<file path="config.mk">
export PLATFORM = sky130hd
export DESIGN_NAME = sr_cmd_conditioner
export DESIGN_NICKNAME = d
export VERILOG_FILES = /design/src/rtl/sr_cmd_conditioner.sv
export SDC_FILE = /design/constraint.sdc
export NUM_CORES = 1
export LEC_CHECK = 0
export BUFFER_PORTS_ARGS = -buffer_cell sky130_fd_sc_hd__buf_2
export CORE_MARGIN = 2
export CORE_UTILIZATION = 40
export DETAILED_ROUTE_END_ITERATION = 10
export SLEW_MARGIN = 0
export SYNTH_ARGS = -nofsm -noshare
export SYNTH_HDL_FRONTEND = slang
export SYNTH_SLANG_ARGS = --single-unit
</file>
<file path="constraint.sdc">
create_clock -name clk -period 1.3 [get_ports clk]
set_input_delay 0.065 -clock clk [delete_from_list [all_inputs] [get_ports clk]]
set_output_delay 0.065 -clock clk [all_outputs]
set_load 0.01 [all_outputs]
</file>
<file path="src/rtl/sr_cmd_conditioner.sv">
// Conditions raw set/clear commands into one-cycle s/r pulses for an SR flip-flop.
// The path is: 2-FF synchroniser, debouncer, edge request, then a lockout FSM that drops collisions.
module sr_cmd_conditioner #(
   parameter int DB_CYCLES   = 8,
   parameter int CNT_W       = 4,
   parameter int LOCK_CYCLES = 3,
   parameter int ERR_W       = 4
) (
   input  logic             clk,
   input  logic             reset,
   input  logic             set_raw,
   input  logic             clr_raw,
   output logic             s,
   output logic             r,
   output logic             set_level,
   output logic             clr_level,
   output logic             conflict,
   output logic [ERR_W-1:0] conflict_cnt
);

   localparam int LW        = (LOCK_CYCLES > 1) ? $clog2(LOCK_CYCLES) : 1;
   localparam int LOCK_LAST = (LOCK_CYCLES > 0) ? LOCK_CYCLES - 1 : 0;

   typedef enum logic [1:0] {IDLE, SET, CLR, LOCK} state_t;

   // Bit 0 carries the set channel and bit 1 carries the clear channel.
   logic [1:0]       sync1, sync2, lvl, lvl_d, req, pend, pend_next, want;
   logic [CNT_W-1:0] cnt [2];

   // NOTE: the debounce counters are ordinary flops, so they are cleared by
   // reset like every other bit here; nothing about them needs RAM inference.
   always_ff @(posedge clk or negedge reset) begin
      if (!reset) begin
         sync1 <= '0;
         sync2 <= '0;
         lvl   <= '0;
         lvl_d <= '0;
         for (int i = 0; i < 2; i++) cnt[i] <= '0;
      end else begin
         // NOTE: sequential state uses non-blocking assignments, so every
         // stage samples the value that was present before this edge.
         sync1 <= {clr_raw, set_raw};
         sync2 <= sync1;
         lvl_d <= lvl;
         for (int i = 0; i < 2; i++) begin
            if (sync2[i] != lvl[i]) begin
               if (cnt[i] == CNT_W'(DB_CYCLES - 1)) begin
                  lvl[i] <= sync2[i];
                  cnt[i] <= '0;
               end else begin
                  cnt[i] <= cnt[i] + 1'b1;
               end
            end else begin
               cnt[i] <= '0;
            end
         end
      end
   end

   assign req       = lvl & ~lvl_d;
   assign want      = req | pend;
   assign set_level = lvl[0];
   assign clr_level = lvl[1];

   state_t           state, state_next;
   logic [LW-1:0]    lock_cnt, lock_next;
   logic [ERR_W-1:0] cnt_next;
   logic             conflict_next;

   // NOTE: every output of this block gets a default first, so no path can
   // leave a value unassigned and infer a latch.
   always_comb begin
      state_next    = state;
      pend_next     = pend;
      lock_next     = lock_cnt;
      cnt_next      = conflict_cnt;
      conflict_next = 1'b0;
      case (state)
         IDLE: begin
            pend_next = '0;
            if (want[0] && want[1]) begin
               conflict_next = 1'b1;
               if (conflict_cnt != '1) cnt_next = conflict_cnt + 1'b1;
            end else if (want[0]) begin
               state_next = SET;
            end else if (want[1]) begin
               state_next = CLR;
            end
         end
         SET, CLR: begin
            pend_next  = pend | req;
            lock_next  = '0;
            state_next = (LOCK_CYCLES == 0) ? IDLE : LOCK;
         end
         LOCK: begin
            pend_next = pend | req;
            if (lock_cnt == LW'(LOCK_LAST)) state_next = IDLE;
            else                            lock_next  = lock_cnt + 1'b1;
         end
         default: state_next = IDLE;
      endcase
   end

   // The pulses are registered from the next state, so s and r come straight
   // from flops and cannot glitch while the state decodes.
   always_ff @(posedge clk or negedge reset) begin
      if (!reset) begin
         state        <= IDLE;
         pend         <= '0;
         lock_cnt     <= '0;
         conflict_cnt <= '0;
         conflict     <= 1'b0;
         s            <= 1'b0;
         r            <= 1'b0;
      end else begin
         state        <= state_next;
         pend         <= pend_next;
         lock_cnt     <= lock_next;
         conflict_cnt <= cnt_next;
         conflict     <= conflict_next;
         s            <= (state_next == SET);
         r            <= (state_next == CLR);
      end
   end

endmodule

</file>
==> results by group, run 1 <==
Die
  – Starting Density: 41.86%
  – FP Rows: 20
  – Die Y: 60.29 um
  – I/O pin count: 13
  – Chip Width: 60.29 um
  – Core Footprint: 0.003028 mm^2
  – Die area: 0.003635 mm^2

STA
  – Worst Skew: 0.01195 ns
  – Post-layout min period: 1.354 ns
  – Hold slack: 0.2094 ns
  – Final Slew Violations: 0
  – Final Setup Violations: 4
  – Slew HR: 71.22%
  – Tightest Pin Transition: 0.4317 ns
  – Final setup margin: -0.05446 ns
  – Peak Freq: 738.3 MHz
  – Final period utilization: 104.2%
  – RSZ-0062 raised after global routing: yes
  – Final Hold Viols: 0

Yosys
  – Largest area contributor in the netlist: dfrtp_1
  – Synth top area cells: dfrtp_1, ha_1, xnor2_1
  – Warnings from Yosys: 0
  – Syn_nets: 114
  – Syn Std Cell Area: 0.001267 mm^2
  – Post-Synthesis Cells: 103
  – Register area share after synthesis: 57.26%
  – Syn Area/Cell: 12.31 um^2
  – Register bit total from synthesis: 29
  – Post-synth cell types: 26
  – Post-synth top area share: 57.26%

Drt
  – Final wirelength: 2438 um
  – Antenna Violating Nets Remaining: 0
  – TritonRoute pass-1 iters: 4
  – WL/cell: 12.76 um
  – # DRC: 0
  – Vias per inst: 4.707
  – Routed vias: 899
  – Drt first-iter violations: 21

Setup path
  – R2R depth: 4
  – FF-to-FF setup slack: -0.05 ns
  – CP required: 1.52 ns
  – R2r startpoint: lvl_d[0]
  – Critical Path Source Type: register
  – Arr. time, crit path: 1.57 ns
  – Worst-path maximum fanout: 4
  – Endpoint class of the critical path: register
  – Reg-to-reg endpoint: conflict_cnt[1]
  – WS Path Type: register to register

Clock network
  – Clk sinks: 29
  – H-tree levels: 2
  – CTS tree: done
  – Worst-path clk slew: 0.09 ns
  – Clk Latency, worst-skew pair: 0.32 ns
  – Clk buf depth: 2
  – Root Driver: clkbuf_4
  – TritonCTS buffer count: 5

Final layout
  – Syn-to-layout area delta: 40.97%
  – Final net count: 157
  – ANT cells: 0
  – Fraction of layout cells with a size suffix above 1: 48.98%
  – Fin area: 0.001787 mm^2
  – Fill count: 235

GRT
  – Largest net degree at the start of global routing: 20
  – Met1 GRT Util: 19.69%
  – GR Util All Layers: 16.36%
  – Met2 GRT Util: 25.62%
  – Antenna violations before repair: 0
  – GRT overflow: 0
  – GR peak layer: met2
  – M3 GR Usage: 5.195%
  – Vias in the first global route: 893
  – First-pass GRT wire length: 4029 um

Placed design
  – Gpl congestion: 0.8026
  – Dpl cell area: 0.001523 mm^2
  – Port buffer count: 12
  – Detailed-placement wirelength estimate: 1616 um

Status
  – Outcome: finished with violations
  – Violated checks: setup timing

Power
  – Pwr dens: 2370 mW/mm^2
  – Peak supply drop: 1220 uV
  – Lkg Pwr: 0.8427 nW

Hold path
  – Hold Path Class: primary input to async pin

Run
  – Max-Cap Viols: 0
==> state kept, by name, indices dropped and copies added (netlist names), 2 cells and up <==
name and count:
lock_cnt 2, lvl_d 2, cnt 8, conflict_cnt 4, sync1 2, pend 2, state 2, lvl 2
sync2 2
==> timing repair <==
action | CTS | global route
hold buffers | 3 | 0
setup buffers | 3 | 4
endpoints found under the setup margin | 7 | 10
hold endpoints to repair | 19 | 0
resized for setup | 12 | 11
pin swaps | 2 | 8
==> layout make-up <==
cell class	instances	area (um^2)	area share, %
Clock inverter	1	30.03	1.681
Clock buffer	7	55.05	3.081
Multi-Input combinational cell	66	633.1	35.43
Tap cell	44	55.05	3.081
Inverter	8	30.03	1.681
Sequential cell	29	728.2	40.76
Timing Repair Buffer	36	255.2	14.29
==> cells by family (layout without fill, tap and decap cells) <==
group	after synthesis	in the layout	synth area share, %
AO/OA/AOI/OAI	16	16	11.65
AND/OR/NAND/NOR	32	32	13.62
XOR/XNOR	8	8	5.528
adder cells (fa/ha/maj)	7	7	6.910
flip-flops	29	29	57.26
multiplexers	3	3	2.665
buffers and inverters	8	52	2.369
==> per-layer routing <==
metal	wire length [um]	vias up
met5	0	-
met4	53	0
met3	65	4
met2	1277	15
met1	1041	448
li1	-	432
==> per-stage QoR <==
step	util, %	instances	setup TNS, ns	power [W]	worst slack, ns
global route	59.01	191	-0.4676	0.004541	-0.1157
global placement	50.29	173	-0.1318	0.002882	-0.04610
finish	59.01	191	-0.1653	0.004235	-0.05446
CTS	56.82	187	-0.09769	0.004083	-0.02917
floorplan	-	103	-0.01894	0.002405	-0.01894
detailed placement	50.29	173	-0.4232	0.002962	-0.1157
==> how the worst max path moves through the flow <==
stage / start / endpoint / slack (ns)
6_report: lvl_d[0] / conflict_cnt[1] / -0.05
5_1_grt: lvl[1] / s / -0.12
4_1_cts: lvl_d[0] / conflict_cnt[1] / -0.03
3_5_place_dp: lock_cnt[0] / state[1] / -0.12
3_3_place_gp: state[0] / state[1] / -0.05
2_1_floorplan: conflict_cnt[1] / conflict_cnt[1] / -0.02
==> cell usage after synthesis <==
library cell  count
nand2_1           4
nand2b_2          1
a211oi_2          3
inv_1             7
nand3_1           5
ha_1              7
a21oi_1           4
o21ai_0           1
nand2b_1          1
o211ai_2          2
a22o_4            1
nor2b_1           3
nor2_4            1
o211a_1           1
mux2_1            3
and2_1            1
a22o_1            2
xnor2_1           5
nor3_4            1
and2b_1           1
xor2_1            3
nor2_1           10
inv_2             1
dfrtp_1          29
a211oi_1          2
nor3_1            4
==> cell usage in the layout, fill, tap and decap left out, drive strengths merged, types with 4 or more instances in the layout <==
cell type	instances
nor3	5
xnor2	5
inv	8
nand2	4
clkbuf	7
nand3	5
dfrtp	29
a211oi	5
a21oi	4
buf	33
ha	7
nor2	11
==> report_power, final <==
part / switching [W] / internal [W] / total [W]
Clock: 0.000300 / 0.000459 / 0.000759
Sequential: 0.000190 / 0.00118 / 0.00137
Combinational: 0.000988 / 0.00112 / 0.00211
Total: 0.00148 / 0.00276 / 0.00424
==> worst max-delay path, stage by stage (launching register included) <==
cell	delay (ns)
dfrtp_1	0.37
nand2b_4	0.17
a22o_4	0.29
nor2_4	0.12
mux2_4	0.30
Power figures use the tool's default switching activity.
==> inputs of run 2 (changes only) <==
Settings changed: HOLD_SLACK_MARGIN set to 0.03.
Clock period 1.3 ns to 1.2 ns, I/O delays scaled along.
==> results by group, run 2 (synthesis gave the netlist of run 1 again) <==
Setup path
  – Worst path slowest cell: dfrtp_1 (unchanged)
  – Endpoint class of the critical path: register (unchanged)
  – R2R depth: 4 (unchanged)
  – WS Path Type: register to register (unchanged)
  – R2r startpoint: state[1] (was lvl_d[0])
  – WP buf/inv: 1 (was 0)
  – CP required: 1.46 ns (was 1.52 ns)
  – Worst-path maximum fanout: 3 (was 4)
  – Arr. time, crit path: 1.57 ns (about the same)
  – Critical Path Source Type: register (unchanged)
  – Largest stage delay on the critical path: 0.42 ns (was 0.37 ns)
  – FF-to-FF setup slack: -0.11 ns (was -0.05 ns)
  – Reg-to-reg endpoint: r (was conflict_cnt[1])
  – CP cell instances: inv_2 -> ha_4 -> a211oi_4 -> o211a_1 (was nand2b_4 -> a22o_4 -> nor2_4 -> mux2_4)
  – Family with the most delay on the worst path: compound AO/OA/AOI/OAI gates (was flip-flops)

STA
  – Final period utilization: 109.2% (was 104.2%)
  – Post-layout min period: 1.310 ns (was 1.354 ns)
  – Final Setup Violations: 7 (was 4)
  – Final Hold Viols: 0 (unchanged)
  – Tightest Pin Transition: 0.3201 ns (was 0.4317 ns)
  – Slew HR: 78.66% (was 71.22%)
  – Peak Freq: 763.1 MHz (was 738.3 MHz)
  – RSZ-0062 raised after global routing: yes (unchanged)
  – Final Slew Violations: 0 (unchanged)
  – Final setup margin: -0.1104 ns (was -0.05446 ns)
  – Worst Skew: 0.01063 ns (was 0.01195 ns)

Drt
  – Final wirelength: 2401 um (was 2438 um)
  – Vias per inst: 4.572 (was 4.707)
  – WL/cell: 11.95 um (was 12.76 um)
  – Drt first-iter violations: 18 (was 21)
  – # DRC: 0 (unchanged)
  – Routed vias: 919 (was 899)
  – TritonRoute pass-1 iters: 4 (unchanged)
  – Antenna Violating Nets Remaining: 0 (unchanged)

Die
  – Die Y: 60.29 um (unchanged)
  – FP Rows: 20 (unchanged)
  – Starting Density: 41.86% (unchanged)
  – I/O pin count: 13 (unchanged)
  – Chip Width: 60.29 um (unchanged)
  – Core Footprint: 0.003028 mm^2 (unchanged)
  – Die area: 0.003635 mm^2 (unchanged)

GRT
  – GRT overflow: 0 (unchanged)
  – GR Util All Layers: 15.65% (was 16.36%)
  – First-pass GRT wire length: 4091 um (was 4029 um)
  – M3 GR Usage: 3.247% (was 5.195%)
  – Largest net degree at the start of global routing: 14 (was 20)
  – Met1 GRT Util: 21.81% (was 19.69%)
  – Vias in the first global route: 905 (was 893)
  – GR peak layer: met2 (unchanged)
  – Antenna violations before repair: 0 (unchanged)
  – Met2 GRT Util: 23.14% (was 25.62%)

Final layout
  – Largest register FFs: 8 (unchanged)
  – Top flop regs: cnt x8, conflict_cnt x4 (unchanged)
  – Multi-input gate area: 655.6 um^2 (was 633.1 um^2)
  – Final Util: 62.64% (was 59.01%)
  – Final net count: 167 (was 157)
  – Sequential Area: 728.2 um^2 (unchanged)
  – Syn-to-layout area delta: 49.65% (was 40.97%)
  – Fraction of layout cells with a size suffix above 1: 56.69% (was 48.98%)
  – Most common cell after layout, fill and taps aside: buf_4 (was dfrtp_1)
  – Fill count: 232 (was 235)
  – ANT cells: 0 (unchanged)
  – Top reg by flops: cnt (unchanged)
  – Commonest non-fill, non-tap cells in the layout: buf_4, dfrtp_1, buf_2 (was dfrtp_1, buf_4, buf_2)

Power
  – Lkg Pwr: 0.9060 nW (was 0.8427 nW)
  – Peak supply drop: 1324 uV (was 1220 uV)
  – Pwr dens: 2455 mW/mm^2 (was 2370 mW/mm^2)

Clock network
  – CTS tree: done (unchanged)
  – TritonCTS buffer count: 5 (unchanged)
  – Clk sinks: 29 (unchanged)
  – Root Driver: clkbuf_4 (unchanged)
  – Worst-path clk slew: 0.09 ns (about the same)
  – Clk Latency, worst-skew pair: 0.32 ns (about the same)
  – H-tree levels: 2 (unchanged)
  – Clk buf depth: 2 (unchanged)

Placed design
  – Port buffer count: 12 (unchanged)
  – Detailed-placement wirelength estimate: 1607 um (was 1616 um)
  – Gpl congestion: 0.7610 (was 0.8026)
  – Worst slack at placement: -0.1059 ns (was -0.1157 ns)

Status
  – Outcome: finished with violations (unchanged)
  – Violated checks: setup timing (unchanged)

Hold path
  – Hold Path Class: primary input to async pin (unchanged)

Run
  – Max-Cap Viols: 0 (unchanged)
[run 2: layer usage]
metal	up-vias	routed length [um]
met1	447	1123
met3	2	78
met5	-	0
met2	15	1170
li1	455	-
met4	0	29
[run 2: what timing repair did]
item | CTS | global route
pin swaps | 14 | 10
endpoints found under the setup margin | 10 | 18
resized for setup | 9 | 16
hold endpoints to repair | 31 | 0
hold buffers | 3 | 0
setup buffers | 3 | 5
[run 2: layout make-up]
| cell class | count | area share [%] |
|---|---|---|
| sequential | 29 | 38.39 |
| multi-input combinational | 66 | 34.56 |
| timing repair buffer | 46 | 18.07 |
| clock buffer | 7 | 2.902 |
| tap | 44 | 2.902 |
| clock inverter | 1 | 1.583 |
| inverter | 8 | 1.583 |
[run 2: how the worst max path moves through the flow]
stage               startpoint               to  cells after the start
5_1_grt               state[1]                s                      5
3_5_place_dp          lvl_d[0]  conflict_cnt[1]                      4
6_report              state[1]                r                      4
4_1_cts                 lvl[1]                s                      4
2_1_floorplan  conflict_cnt[1]  conflict_cnt[1]                      5
3_3_place_gp          lvl_d[0]  conflict_cnt[1]                      4
[run 2: metrics by stage]
step           total power (W)  std cells  setup TNS, ns  hold slack [ns]  instance area, um^2
4_1_cts               0.004479        196        -0.6383           0.1539                 1802
5_1_grt               0.005023        201         -1.244           0.1686                 1897
6_report              0.004657        201        -0.6469           0.1522                 1897
2_1_floorplan         0.002669        103        -0.2740          -0.2356                 1319
3_5_place_dp          0.003365        182        -0.5408         -0.02657                 1607
3_3_place_gp          0.003309        182        -0.3873         -0.03372                 1607
[run 2: power breakdown]
| group | switching, W | internal (W) |
|---|---|---|
| Combinational | 0.00106 | 0.00130 |
| Clock | 0.000328 | 0.000497 |
| Sequential | 0.000191 | 0.00128 |
| Total | 0.00158 | 0.00307 |
==> inputs of run 3 (changes only) <==
Settings changed: BUFFER_PORTS_ARGS -buffer_cell sky130_fd_sc_hd__buf_2 to unset, CORE_ASPECT_RATIO set to 1.1, DONT_BUFFER_PORTS set to 1.
==> results by group, run 3 (synthesis gave the netlist of run 1 again) <==
Status
  – Outcome: finished with violations (unchanged)
  – Violated checks: setup timing (unchanged)

STA
  – Peak Freq: 756.1 MHz (was 763.1 MHz)
  – Final period utilization: 110.2% (was 109.2%)
  – RSZ-0062 raised after global routing: yes (unchanged)
  – Post-layout min period: 1.323 ns (was 1.310 ns)
  – Final Setup Violations: 7 (unchanged)
  – Final setup margin: -0.1226 ns (was -0.1104 ns)
  – Tightest Pin Transition: 0.3324 ns (was 0.3201 ns)
  – Final Hold Viols: 0 (unchanged)
  – Final setup TNS: -0.5993 ns (was -0.6469 ns)
  – Slew HR: 77.68% (was 78.66%)
  – Worst Skew: 0.01043 ns (was 0.01063 ns)
  – Final Slew Violations: 0 (unchanged)

Power
  – Pwr dens: 2354 mW/mm^2 (was 2455 mW/mm^2)
  – Seq pwr share: 35.6% (was 31.5%)
  – Peak supply drop: 1393 uV (was 1324 uV)
  – Sw frac: 36.64% (was 33.97%)
  – Lkg Pwr: 0.8196 nW (was 0.9060 nW)
  – Psw: 0.001531 W (was 0.001582 W)
  – Clock Power Share: 13.5% (was 17.7%)
  – Int Pwr: 0.002647 W (was 0.003075 W)
  – Combinational share of power: 50.9% (was 50.7%)
  – Overall power: 0.004177 W (was 0.004657 W)

Die
  – Chip Width: 57.67 um (was 60.29 um)
  – Die area: 0.003636 mm^2 (was 0.003635 mm^2)
  – Starting Density: 41.58% (was 41.86%)
  – Core Footprint: 0.003048 mm^2 (was 0.003028 mm^2)
  – I/O pin count: 13 (unchanged)
  – FP Rows: 21 (was 20)
  – Die Y: 63.04 um (was 60.29 um)

Setup path
  – R2r startpoint: state[0] (was state[1])
  – Endpoint class of the critical path: register (unchanged)
  – Worst path slowest cell: dfrtp_1 (unchanged)
  – FF-to-FF setup slack: -0.12 ns (was -0.11 ns)
  – Family with the most delay on the worst path: flip-flops (was compound AO/OA/AOI/OAI gates)
  – Critical Path Source Type: register (unchanged)
  – CP cell instances: inv_2 -> ha_4 -> nand2_4 -> nor2_4 -> mux2_4 (was inv_2 -> ha_4 -> a211oi_4 -> o211a_1)
  – WP buf/inv: 1 (unchanged)
  – WS Path Type: register to register (unchanged)
  – Largest stage delay on the critical path: 0.43 ns (was 0.42 ns)
  – R2R depth: 5 (was 4)
  – Reg-to-reg endpoint: conflict_cnt[1] (was r)
  – Worst-path maximum fanout: 3 (unchanged)
  – Arr. time, crit path: 1.54 ns (was 1.57 ns)
  – CP required: 1.41 ns (was 1.46 ns)

Drt
  – # DRC: 0 (unchanged)
  – Routed vias: 848 (was 919)
  – WL/cell: 12.46 um (was 11.95 um)
  – Drt first-iter violations: 12 (was 18)
  – Antenna Violating Nets Remaining: 0 (unchanged)
  – TritonRoute pass-1 iters: 2 (was 4)
  – Vias per inst: 4.791 (was 4.572)
  – Final wirelength: 2206 um (was 2401 um)

GRT
  – Antenna violations before repair: 0 (unchanged)
  – GRT overflow: 0 (unchanged)
  – GR Util All Layers: 14.53% (was 15.65%)
  – First-pass GRT wire length: 3877 um (was 4091 um)
  – Largest net degree at the start of global routing: 30 (was 14)
  – Vias in the first global route: 854 (was 905)

Placed design
  – Detailed-placement wirelength estimate: 1453 um (was 1607 um)
  – Dpl cell area: 0.001511 mm^2 (was 0.001607 mm^2)
  – Worst slack at placement: -0.1286 ns (was -0.1059 ns)
  – Port buffer count: 0 (was 12)
  – Gpl congestion: 0.7102 (was 0.7610)

Clock network
  – Worst-path clk slew: 0.10 ns (was 0.09 ns)
  – H-tree levels: 2 (unchanged)
  – Clk Latency, worst-skew pair: 0.33 ns (was 0.32 ns)
  – Clk buf depth: 2 (unchanged)
  – TritonCTS buffer count: 5 (unchanged)
  – Root Driver: clkbuf_4 (unchanged)
  – CTS tree: done (unchanged)
  – Clk sinks: 29 (unchanged)

Final layout
  – Fin area: 0.001774 mm^2 (was 0.001897 mm^2)
  – Fill count: 257 (was 232)
  – Largest register FFs: 8 (unchanged)
  – Top reg by flops: cnt (unchanged)
  – Commonest non-fill, non-tap cells in the layout: dfrtp_1, buf_4 (was buf_4, dfrtp_1, buf_2)
  – Final Util: 58.21% (was 62.64%)
  – Final net count: 153 (was 167)
  – Top flop regs: cnt x8, conflict_cnt x4 (unchanged)
  – Fraction of layout cells with a size suffix above 1: 51.05% (was 56.69%)
  – Most common cell after layout, fill and taps aside: dfrtp_1 (was buf_4)
  – Syn-to-layout area delta: 39.98% (was 49.65%)
  – ANT cells: 0 (unchanged)

Hold path
  – Hold Path Class: primary input to async pin (unchanged)

Run
  – Max-Cap Viols: 0 (unchanged)
-- run 3: layer usage --
| metal | vias up | track usage [%] | share of wire (%) |
|---|---|---|---|
| met5 | - | 0 | 0 |
| met4 | 0 | 6.977 | 2.0 |
| met3 | 5 | 6.004 | 3.8 |
| met2 | 12 | 22.16 | 51 |
| met1 | 407 | 17.59 | 43 |
| li1 | 424 | - | - |
-- run 3: worst reg2reg max path, stage by stage (launching register included) --
cell	delay, ns
dfrtp_1	0.43
inv_2	0.12
ha_4	0.17
nand2_4	0.07
nor2_4	0.13
mux2_4	0.30
-- run 3: final cells by class --
type | instances | area (um^2) | area share (%)
sequential | 29 | 728.2 | 41.04
multi-input combinational | 66 | 650.6 | 36.67
timing repair buffer | 32 | 267.8 | 15.09
tap | 34 | 42.54 | 2.398
clock buffer | 5 | 37.54 | 2.116
inverter | 8 | 30.03 | 1.693
clock inverter | 3 | 17.52 | 0.9873
-- run 3: worst max-delay path by stage --
stage / startpoint / end / slack (ns) / cells after the start
5_1_grt: state[1] / s / -0.20 / 5
6_report: state[0] / conflict_cnt[1] / -0.12 / 5
3_5_place_dp: state[1] / conflict_cnt[1] / -0.13 / 5
3_3_place_gp: state[1] / conflict_cnt[1] / -0.09 / 5
2_1_floorplan: conflict_cnt[1] / conflict_cnt[1] / -0.12 / 5
4_1_cts: lvl_d[0] / conflict_cnt[1] / -0.13 / 4
-- run 3: power by group through the flow --
stage / logic, W / registers [W] / clock network (W)
after global routing: 0.00237 / 0.00153 / 0.000640
after CTS: 0.00199 / 0.00148 / 0.000599
final: 0.00213 / 0.00149 / 0.000563
after floorplan: 0.00113 / 0.00154 / 0
after detailed placement: 0.00172 / 0.00150 / 0
after global placement: 0.00169 / 0.00149 / 0
-- run 3: stage by stage --
stage	std cells	hold WS, ns
after floorplan	103	-0.2356
after global placement	157	-0.2350
after detailed placement	157	-0.2350
after CTS	173	0.1397
after global routing	177	0.1714
final	177	0.1646
-- run 3: repair_timing --
item	CTS	global route
hold buffers	4	0
hold endpoints to repair	31	0
pin swaps	5	5
setup buffers	4	4
gates resized for setup	9	13
endpoints found under the setup margin	11	13
